### src/rtl/if_id_queue_pkg.sv
// Shared fetch/decode pipeline types.
// Holds the {pc, instr} flow bundle and the decode NOP substitute.
package if_id_queue_pkg;

    localparam int XLEN = 32;

    localparam logic [XLEN-1:0] NOP_INSTR = 32'h0000_0013;

    typedef struct packed {
        logic [XLEN-1:0] pc;
        logic [XLEN-1:0] instr;
    } if_id_flow_t;

endpackage

### src/rtl/if_id_queue_flow_fifo_mem.sv
// DEPTH x FW register array for the fetch/decode queue.
// One write port, one asynchronous read port; contents are never reset.
module flow_fifo_mem #(
    parameter int DEPTH = 4,
    parameter int FW    = 64,
    parameter int PW    = $clog2(DEPTH)
) (
    input  logic          clk,
    input  logic          we,
    input  logic [PW-1:0] waddr,
    input  logic [FW-1:0] wdata,
    input  logic [PW-1:0] raddr,
    output logic [FW-1:0] rdata
);

    logic [FW-1:0] mem [DEPTH];

    // Write the accepted flow into its slot
    always_ff @(posedge clk) begin
        if (we) begin
            mem[waddr] <= wdata;
        end
    end

    assign rdata = mem[raddr];

endmodule

### src/rtl/if_id_queue.sv
// Fetch-to-decode decoupling FIFO with flush; count-based full/empty.
// IF_ID_QUEUE_BYPASS_EN: empty-queue flows pass straight to decode.
module if_id_queue
    import if_id_queue_pkg::*;
#(
    parameter int DEPTH = 4,
    parameter int WIDTH = XLEN
) (
    input  logic                     clk,
    input  logic                     reset,
    input  logic                     in_valid,
    input  logic [2*WIDTH-1:0]       in_flow,
    output logic                     in_ready,
    output logic                     out_valid,
    output logic [2*WIDTH-1:0]       out_flow,
    input  logic                     out_ready,
    input  logic                     flush,
    output logic [$clog2(DEPTH):0]   count
);

    localparam int PW = $clog2(DEPTH);
    localparam int CW = PW + 1;
    localparam int FW = 2 * WIDTH;
    localparam logic [CW-1:0] FULL = CW'(DEPTH);

    logic [PW-1:0] rd_ptr;
    logic [PW-1:0] wr_ptr;
    logic [FW-1:0] rd_data;
    logic          empty;
    logic          push;
    logic          pop;

    assign empty    = (count == '0);
    assign in_ready = (count != FULL);

    flow_fifo_mem #(
        .DEPTH (DEPTH),
        .FW    (FW),
        .PW    (PW)
    ) u_mem (
        .clk   (clk),
        .we    (push && !flush),
        .waddr (wr_ptr),
        .wdata (in_flow),
        .raddr (rd_ptr),
        .rdata (rd_data)
    );

    // Handshake qualification and head presentation
    always_comb begin
        out_valid = !empty;
        out_flow  = empty ? '0 : rd_data;
        push      = in_valid && in_ready;
        pop       = !empty && out_ready;
`ifdef IF_ID_QUEUE_BYPASS_EN
        if (empty && in_valid) begin
            out_valid = 1'b1;
            out_flow  = in_flow;
            push      = !out_ready;
        end
`endif
    end

    // Pointer and occupancy state; flush beats push and pop
    always_ff @(posedge clk or negedge reset) begin
        if (!reset) begin
            rd_ptr <= '0;
            wr_ptr <= '0;
            count  <= '0;
        end else if (flush) begin
            rd_ptr <= '0;
            wr_ptr <= '0;
            count  <= '0;
        end else begin
            if (push) begin
                wr_ptr <= wr_ptr + PW'(1);
            end
            if (pop) begin
                rd_ptr <= rd_ptr + PW'(1);
            end
            if (push && !pop) begin
                count <= count + CW'(1);
            end else if (pop && !push) begin
                count <= count - CW'(1);
            end
        end
    end

endmodule

### config.mk
export PLATFORM = sky130hd
export DESIGN_NAME = if_id_queue
export DESIGN_NICKNAME = d
export VERILOG_FILES = /design/src/rtl/if_id_queue_pkg.sv /design/src/rtl/if_id_queue_flow_fifo_mem.sv /design/src/rtl/if_id_queue.sv
export SDC_FILE = /design/constraint.sdc
export NUM_CORES = 1
export LEC_CHECK = 0
export ABC_CLOCK_PERIOD_IN_PS = 4000
export CAP_MARGIN = 10
export CORE_UTILIZATION = 35
export DETAILED_ROUTE_END_ITERATION = 10
export SETUP_SLACK_MARGIN = 0.1
export SLEW_MARGIN = 5
export SYNTH_ARGS = -nofsm -noshare
export SYNTH_HDL_FRONTEND = slang
export SYNTH_SLANG_ARGS = --single-unit
### constraint.sdc
create_clock -name clk -period 4 [get_ports clk]
set_input_delay 1 -clock clk [delete_from_list [all_inputs] [get_ports clk]]
set_output_delay 1 -clock clk [all_outputs]
set_load 0.01 [all_outputs]
# Word level (Yosys, flattened, before mapping)
# Memory sizes are Yosys's and may differ from the RTL's.
# Index checks and enable logic that the tools add are counted.
[word_totals]
reg_bits = 7
latchBits = 0
mem_bits_rw = 256
romBits = 0
inputBits = 69
out_inout_bits = 69
mem_count = 1
[mem_list]
columns = ["name", "words", "width", "read_ports", "rd_clocked_by_memory_dff", "write_ports", "line_no", "rtl"]
rows = [
  ["u_mem.mem", 4, 64, 1, 0, 1, "if_id_queue_flow_fifo_mem.sv:16", "logic [FW-1:0] mem [DEPTH];"],
]
[op_classes]
add_sub_neg = 4
n_mul = 0
div = 0
magnitude_cmp = 0
eq_ne = 1
n_shift = 0
n_mux = 10
bitwise_logic = 0
reduce_logical = 13
[ops]
columns = ["operator", "count"]
rows = [
  ["$mux W64", 1],
  ["$mux W3", 3],
  ["$mux W2", 4],
  ["$logic_and A1 B1 Y1", 5],
  ["$add A2 B1 Y2 const B", 2],
  ["$logic_not A1 Y1", 4],
  ["$reduce_bool A2 Y1", 2],
  ["$add A3 B1 Y3 const B", 1],
  ["$logic_not A3 Y1", 1],
  ["$ne A3 B3 Y1 const B", 1],
  ["$reduce_bool A3 Y1", 1],
  ["$sub A3 B1 Y3 const B", 1],
  ["$mux W1", 2],
]

# Depth between registers and ports, before layout
[logic_depth]
depth_word = 7
depth_mapped = 9
ltp_nobuf = 8

# By module
# A second synthesis with hierarchy kept.
[unflattened]
cells_unflattened = 463
area_unflattened_um2 = 10301.1
[modules_own_cells]
columns = ["mod", "n_inst", "cells_each", "area_per_inst_um2", "seq_area_each_um2"]
rows = [
  ["flow_fifo_mem", 1, 338, 9341.5, 7687.4],
  ["if_id_queue", 1, 125, 959.7, 175.2],
]

# Worst setup path before layout
# Ideal clock, no wire load.
[synth_path]
path_type = "input -> register"
startpoint = "input in_valid"
endpoint = "memory u_mem.mem[0][0], enable pin"
setup_time_ns = 0.429
t_arrival_ns = 3.088
t_required_ns = 3.571
setup_slack_ns = 0.483
cell_stages = 4
cell_sequence = "clkbuf_1 -> nand2_1 -> nor2_1 -> and2_1"
[synth_between]
elab_chain_len = 4
[synth_lines]
columns = ["element", "line_no", "rtl"]
rows = [
  ["start, declared", "if_id_queue.sv:11", "input logic in_valid,"],
  ["$logic_and A1 B1 Y1", "if_id_queue.sv:53", "push = in_valid && in_ready;"],
  ["$logic_and A1 B1 Y1", "if_id_queue.sv:42", ".we (push && !flush),"],
  ["$mux W1", "if_id_queue_flow_fifo_mem.sv:20", "if (we) begin"],
  ["$mux W1 (implied by the code)", "if_id_queue_flow_fifo_mem.sv:21", "mem[waddr] <= wdata;"],
  ["end, declared", "if_id_queue_flow_fifo_mem.sv:16", ""],
]
# Every way passes these cells.

# Worst setup path after layout
[layout_path]
startpoint = "register rd_ptr[0]"
endpoint = "output out_flow[29]"
[layout_between]
elab_chain_len = 2
[layout_lines]
columns = ["element", "line_no", "rtl"]
rows = [
  ["start, declared", "if_id_queue.sv:26", "logic [PW-1:0] rd_ptr;"],
  ["start signal, assigned", "if_id_queue.sv:79", "rd_ptr <= rd_ptr + PW'(1);"],
  ["$mem_v2 Z4 W64", "-", ""],
  ["$mux W64", "if_id_queue.sv:52", "out_flow = empty ? '0 : rd_data;"],
  ["end, declared", "if_id_queue.sv:15", "output logic [2*WIDTH-1:0] out_flow,"],
]
# Every way passes these cells.

==> flow_summary.toml <==
[worst_setup_path]
critical_path_class = "flop to primary output"
end_kind = "primary output"
arrival_ps = 2700
crit_fanout = 19
r2r_setup_slack_ps = 1290
required_ps = 3000
start_kind = "flop"

[layout]
final_cell_area_um2 = 13000
multi_input_area_um2 = 2180
final_common_cell = "edfxtp_1"
drive_above_1_share = 0.188
nFillCells = 2450
area_delta_synth_final_pct = 27.2
nets = 700
mostFrequentLayoutCells = "edfxtp_1 (256), clkdlybuf4s50_1 (137), mux4_2 (64), and2_1 (64), clkbuf_16 (29)"
ff_latch_area_um2 = 7870
fin_util = 0.452
antenna_cells = 0

[clock_network]
cts_buffer_depth = 3
cts_sinks = 263
numCtsBuffers = 28
postCtsResizedCells = 0
clkTransAtPathRegs_ps = 60
postCtsHoldBufs = 0
cts_tree = "done"
h-tree-depth = 1
cts_setup_buffers = 0
clkLatencyLatePin_ps = 530
root_buffer = "clkbuf_16"

[detailed_routing]
vias = 4942
drt-total-wl_um = 20200
viasPerCell = 4.80
drtIter0Drc = 358
drtAntennaViolNets = 0
first_pass_iters = 6
wl_per_cell_um = 19.6
drc_errors = 0

[place]
gp_congestion = 0.701
io_buffers = 137
dp_hpwl_um = 12600
placed_cell_area_um2 = 12100

[sta]
period_share = 0.925
drv_slew = 0
final.setup_skew_ps = 9.03
setup_tns_ps = 0
finalCriticalPeriod_ps = 3700
timing_hold_violations_final = 0
setup_viol = 0
whs_ps = 585
fmaxAchievable_mhz = 270
worst_pin_slew_ps = 690
rsz0062_at_grt = "false"
maxSlewHeadroom = 0.540

[global_route]
grt_pass1_vias = 5427
grt_max_degree = 69
grt_use_total = 0.138
gr-total-overflow = 0
grt_pass1_wl_um = 31700
antenna_found_initial = 0

[synthesis]
synthCells = 468
synth-simple-area-share = 0.0516
synth_mux_area_frac = 0.142
yosysSeqAreaShare = 0.771
synth_fa_ha_area_frac = 0.00687
synth_xor_area_frac = 0.00343
yosys-top-cells-area = "edfxtp_1 (75%), mux4_2 (14%), and2_1 (4.2%), dfrtp_1 (1.7%), buf_6 (0.55%)"
avgSynthCellArea_um2 = 21.8
syn-cell-area_um2 = 10200
ys_warn_count = 0
synth_top_area_share = 0.754
yosysTopAreaCell = "edfxtp_1"
synth_top_family_by_area = "multiplexers"
ys_seq_elements = 263
synth_compound_area_frac = 0.00859
ys_types = 33
syn_nets = 542

[worst_hold_path]
hold_class = "flop to flop"

[power]
p_leak_nw = 4.09
clkPwrFrac = 0.309
finalPower_mw = 7.59
peakVddDrop_uv = 358
intPower_mw = 5.68
power_frac_comb = 0.260
pwr-share-seq = 0.431
power.density_nw_per_um2 = 585
sw_frac_of_total = 0.252
p_sw_mw = 1.91

[floorplan]
row_count = 62
die-area_um2 = 29800
die_h_um = 173
io_pins = 138
start_util = 0.355
core_area_um2 = 28700
die_w_um = 173

[run_status]
status = "finished clean"

[flow_run]
maxCapViolCount = 0
registers in the layout, indices dropped and copies added, names as in the netlist:
signal,cells
count,3
u_mem.mem,256
wr_ptr,2
rd_ptr,2
metal layers:
metal  part of all wire  routed length (um)  vias to the layer above  track usage
li1                   -                   -                     2210            -
met4              0.020                 398                        0       0.0328
met2               0.52               10500                      127        0.246
met5                  0                   0                        -            0
met1               0.41                8370                     2578        0.173
met3              0.045                 902                       27       0.0264
worst max-delay path, cell delays in order (launching register included):
cell	delay, ps
dfrtp_4	710
buf_4	290
mux4_2	530
and2_1	170
clkdlybuf4s50_1	470
cell type report:
cell class	count	area share
Clock buffer	38	0.0585
Clock inverter	11	0.00559
Sequential cell	263	0.607
Timing Repair Buffer	153	0.123
Inverter	5	0.00145
Tap cell	384	0.0370
Multi-Input combinational cell	175	0.168
power groups by stage:
| stage | Clock [mW] | Combinational, mW | Sequential (mW) |
|---|---|---|---|
| floorplan | 0 | 1.11 | 3.27 |
| global placement | 0 | 2.00 | 3.32 |
| detailed placement | 0 | 2.02 | 3.33 |
| CTS | 2.40 | 2.02 | 3.28 |
| global route | 2.51 | 2.12 | 3.29 |
| finish | 2.35 | 1.97 | 3.27 |
cells by family (layout without fill, tap and decap cells):
| logic type | after synthesis | after routing |
|---|---|---|
| flip-flops | 263 | 263 |
| XOR/XNOR | 4 | 4 |
| AO/OA/AOI/OAI | 13 | 13 |
| AND/OR/NAND/NOR | 88 | 88 |
| adder cells (fa/ha/maj) | 5 | 5 |
| buffers and inverters | 30 | 207 |
| multiplexers | 65 | 65 |
per-stage QoR:
stage                     std cells  setup slack, ps
after floorplan                 468              483
after global placement          980              740
after detailed placement        980              650
after CTS                      1029              216
after global routing           1029              152
final                          1029              300
path summary, 6_finish.rpt:
check,from,endpoint,cells after the start
min in group asynchronous,reset,count[0],1
worst max register to register,count[2],count[1],6
worst max-delay path,rd_ptr[0],out_flow[29],4
max in group asynchronous,reset,rd_ptr[0],1
worst min-delay path,wr_ptr[1],wr_ptr[1],2
worst min register to register,wr_ptr[1],wr_ptr[1],2
synthesized netlist by cell type:
| cell type | number |
|---|---|
| edfxtp_1 | 256 |
| and2_1 | 68 |
| mux4_2 | 64 |
| clkbuf_1 | 10 |
| buf_2 | 7 |
| dfrtp_1 | 7 |
| nand2_1 | 6 |
| buf_6 | 5 |
| inv_1 | 5 |
| nor2_1 | 5 |
| a21oi_1 | 4 |
| ha_1 | 4 |
| nand3_1 | 3 |
| buf_4 | 2 |
| o22ai_1 | 2 |
| xnor2_1 | 2 |
| xor2_1 | 2 |
| a211oi_1 | 1 |
| a21boi_0 | 1 |
| a311oi_1 | 1 |
| a32oi_1 | 1 |
| clkbuf_2 | 1 |
| fa_1 | 1 |
| mux2i_1 | 1 |
| nand2b_1 | 1 |
| nand3b_1 | 1 |
| nor2b_1 | 1 |
| nor3_1 | 1 |
| o2111ai_1 | 1 |
| o21ai_0 | 1 |
| o2bb2ai_1 | 1 |
| or3_4 | 1 |
| or3b_1 | 1 |
(Power assumes the default switching activity.)
